**config.mk**
```make
export PLATFORM = sky130hd
export DESIGN_NAME = mole_controller
export DESIGN_NICKNAME = d
export VERILOG_FILES = /design/src/rtl/mole_controller.sv
export SDC_FILE = /design/constraint.sdc
export NUM_CORES = 1
export LEC_CHECK = 0
export BUFFER_PORTS_ARGS = -buffer_cell sky130_fd_sc_hd__buf_4
export CORE_UTILIZATION = 30
export CTS_CLUSTER_DIAMETER = 50
export DETAILED_ROUTE_END_ITERATION = 8
export GPL_ROUTABILITY_DRIVEN = 0
export RECOVER_POWER = 100
export REMOVE_ABC_BUFFERS = 1
export SYNTH_ARGS = -nofsm -noshare
export SYNTH_HDL_FRONTEND = slang
export SYNTH_SLANG_ARGS = --single-unit
```
**constraint.sdc**
```tcl
create_clock -name clk -period 3 [get_ports clk]
set_input_delay 0.6 -clock clk [delete_from_list [all_inputs] [get_ports clk]]
set_output_delay 0.6 -clock clk [all_outputs]
set_load 0.02 [all_outputs]
```
**src/rtl/mole_controller.sv**
```systemverilog
// Whack-a-mole hole sequencer: lights a pseudo-random mole for a fixed window,
// watches the debounced buttons and reports a one-cycle hit or miss pulse.
module mole_controller #(
    parameter int unsigned NUM_HOLES  = 4,
    parameter int unsigned UP_CYCLES  = 8,
    parameter int unsigned GAP_CYCLES = 4,
    parameter logic [7:0]  LFSR_SEED  = 8'hA5
) (
    input  logic                 clk,
    input  logic                 rst,
    input  logic                 start,
    input  logic [NUM_HOLES-1:0] buttons,
    output logic [NUM_HOLES-1:0] mole,
    output logic                 whacked,
    output logic                 missed,
    output logic [7:0]           mole_count
);

    localparam int unsigned HOLE_W  = $clog2(NUM_HOLES);
    localparam int unsigned CNT_MAX = (UP_CYCLES > GAP_CYCLES) ? UP_CYCLES : GAP_CYCLES;
    localparam int unsigned CNT_W   = $clog2(CNT_MAX + 1);

    localparam logic [CNT_W-1:0]     CNT_ZERO = {CNT_W{1'b0}};
    localparam logic [CNT_W-1:0]     CNT_ONE  = CNT_W'(1);
    localparam logic [CNT_W-1:0]     UP_LOAD  = CNT_W'(UP_CYCLES - 1);
    localparam logic [CNT_W-1:0]     GAP_LOAD = CNT_W'(GAP_CYCLES - 1);
    localparam logic [NUM_HOLES-1:0] NO_MOLE  = {NUM_HOLES{1'b0}};
    localparam logic [HOLE_W-1:0]    HOLE_ONE = HOLE_W'(1);

    typedef enum logic [1:0] {
        ST_IDLE = 2'd0,
        ST_GAP  = 2'd1,
        ST_UP   = 2'd2
    } state_t;

    function automatic logic [7:0] lfsr_next(input logic [7:0] q);
        return {q[6:0], q[7] ^ q[5] ^ q[4] ^ q[3]};
    endfunction

    function automatic logic [NUM_HOLES-1:0] hole_onehot(input logic [HOLE_W-1:0] h);
        logic [NUM_HOLES-1:0] v;
        v    = NO_MOLE;
        v[h] = 1'b1;
        return v;
    endfunction

    state_t               r_state;
    logic [NUM_HOLES-1:0] r_btn_q;
    logic [7:0]           r_lfsr;
    logic [CNT_W-1:0]     r_cnt;
    logic [HOLE_W-1:0]    r_prev_hole;
    logic                 r_prev_valid;
    logic [NUM_HOLES-1:0] r_mole;
    logic                 r_whacked;
    logic                 r_missed;
    logic [7:0]           r_mole_count;

    state_t               w_state_nxt;
    logic [7:0]           w_lfsr_nxt;
    logic [CNT_W-1:0]     w_cnt_nxt;
    logic [HOLE_W-1:0]    w_prev_hole_nxt;
    logic                 w_prev_valid_nxt;
    logic [NUM_HOLES-1:0] w_mole_nxt;
    logic                 w_whacked_nxt;
    logic                 w_missed_nxt;
    logic [7:0]           w_mole_count_nxt;

    logic [NUM_HOLES-1:0] w_rise;
    logic                 w_hit;
    logic [HOLE_W-1:0]    w_hole_raw;
    logic [HOLE_W-1:0]    w_hole;

    // A button held before the mole appears produces no rise, so it cannot score.
    assign w_rise     = buttons & ~r_btn_q;
    assign w_hit      = (r_state == ST_UP) && w_rise[r_prev_hole];
    assign w_hole_raw = r_lfsr[HOLE_W-1:0];
    assign w_hole     = (r_prev_valid && (w_hole_raw == r_prev_hole)) ? (w_hole_raw + HOLE_ONE)
                                                                      : w_hole_raw;

    // State and datapath registers with synchronous reset.
    always_ff @(posedge clk) begin
        if (rst) begin
            r_state      <= ST_IDLE;
            r_btn_q      <= NO_MOLE;
            r_lfsr       <= LFSR_SEED;
            r_cnt        <= CNT_ZERO;
            r_prev_hole  <= {HOLE_W{1'b0}};
            r_prev_valid <= 1'b0;
            r_mole       <= NO_MOLE;
            r_whacked    <= 1'b0;
            r_missed     <= 1'b0;
            r_mole_count <= 8'd0;
        end else begin
            r_state      <= w_state_nxt;
            r_btn_q      <= buttons;
            r_lfsr       <= w_lfsr_nxt;
            r_cnt        <= w_cnt_nxt;
            r_prev_hole  <= w_prev_hole_nxt;
            r_prev_valid <= w_prev_valid_nxt;
            r_mole       <= w_mole_nxt;
            r_whacked    <= w_whacked_nxt;
            r_missed     <= w_missed_nxt;
            r_mole_count <= w_mole_count_nxt;
        end
    end

    // Next-state selection; dropping start aborts from any state.
    always_comb begin
        w_state_nxt = r_state;
        if (!start) begin
            w_state_nxt = ST_IDLE;
        end else begin
            case (r_state)
                ST_IDLE: w_state_nxt = ST_GAP;
                ST_GAP: begin
                    if (r_cnt == CNT_ZERO) begin
                        w_state_nxt = ST_UP;
                    end else begin
                        w_state_nxt = ST_GAP;
                    end
                end
                ST_UP: begin
                    if (w_hit || (r_cnt == CNT_ZERO)) begin
                        w_state_nxt = ST_GAP;
                    end else begin
                        w_state_nxt = ST_UP;
                    end
                end
                default: w_state_nxt = ST_IDLE;
            endcase
        end
    end

    // Next values of the counter, LFSR, hole memory and registered outputs.
    always_comb begin
        w_lfsr_nxt       = r_lfsr;
        w_cnt_nxt        = r_cnt;
        w_prev_hole_nxt  = r_prev_hole;
        w_prev_valid_nxt = r_prev_valid;
        w_mole_nxt       = r_mole;
        w_whacked_nxt    = 1'b0;
        w_missed_nxt     = 1'b0;
        w_mole_count_nxt = r_mole_count;
        if (!start) begin
            w_lfsr_nxt       = LFSR_SEED;
            w_cnt_nxt        = CNT_ZERO;
            w_prev_valid_nxt = 1'b0;
            w_mole_nxt       = NO_MOLE;
            w_mole_count_nxt = 8'd0;
        end else begin
            case (r_state)
                ST_IDLE: begin
                    w_lfsr_nxt       = LFSR_SEED;
                    w_cnt_nxt        = GAP_LOAD;
                    w_prev_valid_nxt = 1'b0;
                    w_mole_nxt       = NO_MOLE;
                    w_mole_count_nxt = 8'd0;
                end
                ST_GAP: begin
                    w_lfsr_nxt = lfsr_next(r_lfsr);
                    if (r_cnt == CNT_ZERO) begin
                        w_mole_nxt       = hole_onehot(w_hole);
                        w_cnt_nxt        = UP_LOAD;
                        w_prev_hole_nxt  = w_hole;
                        w_prev_valid_nxt = 1'b1;
                        if (r_mole_count == 8'hFF) begin
                            w_mole_count_nxt = r_mole_count;
                        end else begin
                            w_mole_count_nxt = r_mole_count + 8'd1;
                        end
                    end else begin
                        w_mole_nxt = NO_MOLE;
                        w_cnt_nxt  = r_cnt - CNT_ONE;
                    end
                end
                ST_UP: begin
                    w_lfsr_nxt = lfsr_next(r_lfsr);
                    if (w_hit) begin
                        w_whacked_nxt = 1'b1;
                        w_mole_nxt    = NO_MOLE;
                        w_cnt_nxt     = GAP_LOAD;
                    end else if (r_cnt == CNT_ZERO) begin
                        w_missed_nxt = 1'b1;
                        w_mole_nxt   = NO_MOLE;
                        w_cnt_nxt    = GAP_LOAD;
                    end else begin
                        w_cnt_nxt = r_cnt - CNT_ONE;
                    end
                end
                default: begin
                    w_lfsr_nxt       = LFSR_SEED;
                    w_cnt_nxt        = CNT_ZERO;
                    w_prev_valid_nxt = 1'b0;
                    w_mole_nxt       = NO_MOLE;
                    w_mole_count_nxt = 8'd0;
                end
            endcase
        end
    end

    assign mole       = r_mole;
    assign whacked    = r_whacked;
    assign missed     = r_missed;
    assign mole_count = r_mole_count;

endmodule

```
==> reports/results.txt <==
The type of destination of the critical path is a flop. The estimated wirelength of the detail-placed design came out at 2323 um. Setup repair after global routing left no endpoint under its margin. After synthesis the cells add up to 0.001607 mm2. For the final count of pins violating max slew, the log shows 0. The die covers 0.005652 mm2.

Setup violations remaining at the end of the flow were counted as 0. Among cell families on the critical path, the largest total delay comes from simple AND/OR/NAND/NOR gates. Yosys mapped a number of flops with a built-in enable equal to 0. In this run the standard cell core region covers 0.005140 mm2. Clock tree synthesis selected as its root buffer the cell sky130_fd_sc_hd__clkbuf_8.

In this run, distinct cell masters in the synthesized netlist total 46. The worst path uses 67.06% of the clock period. The vertical extent of the die works out to 75.18 um. The count of buffers added on input and output ports is 20. Once the floorplan was initialized, standard cells occupied 31.26% of the core. TritonCTS built the clock tree. The area growth from synthesis to layout is 16.12%. Across the VDD grid, the largest voltage drop is 0.2641 mV. The biggest fanout along the worst timing path came out at 8. The largest single stage delay on the critical path is 530 ps.

The least setup slack across all paths after layout is 988.1 ps, and the mean instance size in the synthesized netlist is 9.340 um2. Entering global routing, the biggest net connects 20 pins. At the pin with the least slew margin, the transition time is 724.1 ps.

The power per standard cell area is 512.3 mW/mm2, and the overall via count from detail_route is 1317. In this run the worst setup path begins at r_cnt[0]. The count of buffer and inverter cells on the critical path came out at 1.

The tools report the number of cells produced by synthesis as 172. Accumulated negative setup slack: 0 ps. The worst hold-check path type was reg -> reg. After synthesis, flip-flops and latches occupy 43.61% of the total area. The worst path needs 2012 ps of the cycle, external delays included.

The largest family of logic cells by synthesized area is simple AND/OR/NAND/NOR gates. Headroom to the max-slew limit came out at 51.63%. The arrival time at the worst endpoint is 2230 ps, and the adder-cell area share of the yosys netlist is 5.452%.

Derived from the worst setup path, the maximum achievable clock frequency is 497.0 MHz. Leading register cell type out of synthesis: sky130_fd_sc_hd__dfxtp_1. In the post-synthesis netlist, the biggest area contributors are sky130_fd_sc_hd__dfxtp_1, sky130_fd_sc_hd__ha_1, sky130_fd_sc_hd__nand2_1, sky130_fd_sc_hd__a21oi_1, sky130_fd_sc_hd__nand3_1. Dividing the detail-routed via count by the number of cells gives 4.951.

The run gives 5437 um as the global-route wire length before repair. The repair_antennas step left the layout with diodes totalling 0. After synthesis, the share of flip-flops with an asynchronous set or reset is 0%. Summing the areas of all compound-gate instances in the mapped netlist gives 14.95% of the synthesized area. By instance count, the leading cell after synthesis is sky130_fd_sc_hd__dfxtp_1. The fraction of final layout cells with drive strength greater than 1 came out at 10.71%. Launching point of the worst reg2reg path: r_cnt[0]. The logs give 907.0 ps for the pre-CTS setup slack and 0 for the number of antenna violations at the first check in global routing. The number of fill cells was 571.

Counting every sink on the clock net gives 35. STA puts the critical path data required time at 3220 ps. In the final layout, the multi-input gates occupy 838.3 um2. Of the total synthesized cell area, the portion taken by AND, OR, NAND and NOR gates is 27.88%. The longest clock path from root to sink contains 2 buffers. The number of nets in the final layout is 209. The area share of the leading cell type in the synthesized netlist is 43.61%.

Level count of the clock H-tree: 2. The worst setup path is launched from a flop. Clock-pin slew was measured on the worst setup and hold paths at 70 ps. Dividing the detail-routed wire length by the instance count gives 12.36 um. Final count of hold timing violations: 0.

TritonCTS created 5 clock buffers. The critical path is of the reg -> reg type. Measured along the x axis, the die boundary spans 75.18 um. The critical path goes through inv_1 > ha_1 > nor3b_4 > o22ai_1 > or4_1 > a21oi_1. In this run the static leakage power is 0.6674 nW. The count of nets left with antenna violations once routing finished came out at 0. Cell type contributing the most total cell area after synthesis: sky130_fd_sc_hd__dfxtp_1. The xor/xnor cell area share of the yosys netlist was 2.726%; the total of cells resized after clock tree synthesis was 0.

The startpoint of the tightest hold check path is r_lfsr[6]. Buffers added to address setup during post-CTS repair amount to 0. The total track usage came out at 12.68%. After synthesis the netlist holds a flip-flop and latch count of 35. The number of remaining DRC errors is 0. On the final layout, the worst clock skew is 7.514 ps.

Summing all flip-flop and latch instances after layout gives 700.7 um2. The number of optimization iterations in the first detailed-route pass came out at 4. In the synthesized netlist, the cells that appear most often are sky130_fd_sc_hd__dfxtp_1, sky130_fd_sc_hd__nand2_1, sky130_fd_sc_hd__inv_1, sky130_fd_sc_hd__nor2_1.

Row generation in the floorplan step produced 26 rows. The number of global-route vias before repair is 1205. The flow ran to the end, and the final reports show no timing, DRC or antenna violations.

Global routing finished with a remaining overflow of 0. On the critical path, the stage with the largest delay is an instance of sky130_fd_sc_hd__or4_1. The proportion of synthesized area in mux cells is 1.869%, and the count of pins on the block boundary is 21.

The tools report the number of violations of the max-capacitance limit as 0. Buffers inserted to repair hold after CTS numbered 0. The number of warnings issued by yosys was 0; the violation count after the first detailed-route iteration was 32.

At the later pin of the worst-skew pair, clock insertion delay measures 290 ps. After detailed routing, the total wire length is 3288 um.
[cells in the final DEF (no fill, tap or decap), drive strengths merged, types with 3 or more instances in the layout]
master / n
xnor2: 3
or2: 3
a211oi: 4
or4: 3
o21ai: 5
a21oi: 8
nor3: 3
and3: 5
nand4: 3
clkbuf: 26
nor2b: 5
dfxtp: 35
mux2i: 3
nand2: 13
buf: 3
nand3: 8
nor2: 10
nand2b: 3
or3: 5
a31oi: 3
inv: 10
ha: 7
[logic make-up (layout without fill, tap and decap cells)]
group | count (synthesis) | after routing
xor gates and xnor gates | 5 | 5
DFF | 35 | 35
and+or+nand+nor | 73 | 73
buffers and inverters | 15 | 39
adders and majority gates | 7 | 7
AOI/OAI and AO/OA | 34 | 34
muxes | 3 | 3
[layer usage]
layer	routed length, um	part of all wire, %	track usage (%)	up-vias
met3	97	3.0	2.811	7
met1	1679	51	16.39	618
li1	-	-	-	674
met5	0	0	0	-
met4	63	1.9	6.173	0
met2	1449	44	20.02	18
[sequential cells by signal, summed over array words and instances (netlist names)]
register / flops
r_prev_hole: 2
whacked: 1
r_state: 2
r_cnt: 4
missed: 1
mole_count: 8
r_prev_valid: 1
r_btn_q: 4
r_lfsr: 8
mole: 4
[path summary, 6_finish.rpt]
| check | endpoint | slack [ps] | cells past startpoint |
|---|---|---|---|
| max | mole_count[7] | 990 | 6 |
| min | r_lfsr[7] | 430 | 1 |
| max reg2reg | mole_count[7] | 990 | 6 |
| min reg2reg | r_lfsr[7] | 430 | 1 |
[through the flow]
step	power [mW]	area (um2)	std cells	util, %	hold slack [ps]
floorplan	0.5634	1588	167	-	392.5
global placement	0.5924	1833	258	35.66	396.6
detailed placement	0.5932	1833	258	35.66	424.6
CTS	0.9676	1933	266	37.61	441.1
global route	0.9949	1866	266	36.30	465.2
finish	0.9557	1866	266	36.30	431.7
[where the power goes]
group / total, mW / leakage [nW] / internal (mW) / switching [mW]
Clock: 0.376 / 0.0515 / 0.209 / 0.166
Sequential: 0.485 / 0.285 / 0.477 / 0.00790
Combinational: 0.0952 / 0.331 / 0.0376 / 0.0576
Total: 0.956 / 0.667 / 0.724 / 0.232
[cell type report]
| class | instances | area share [%] |
|---|---|---|
| tap | 70 | 4.695 |
| clock buffer | 8 | 5.366 |
| inverter | 10 | 2.012 |
| timing repair buffer | 21 | 5.433 |
| multi-input combinational | 122 | 44.94 |
| sequential | 35 | 37.56 |
No activity file was read; power rests on OpenSTA's default activity.
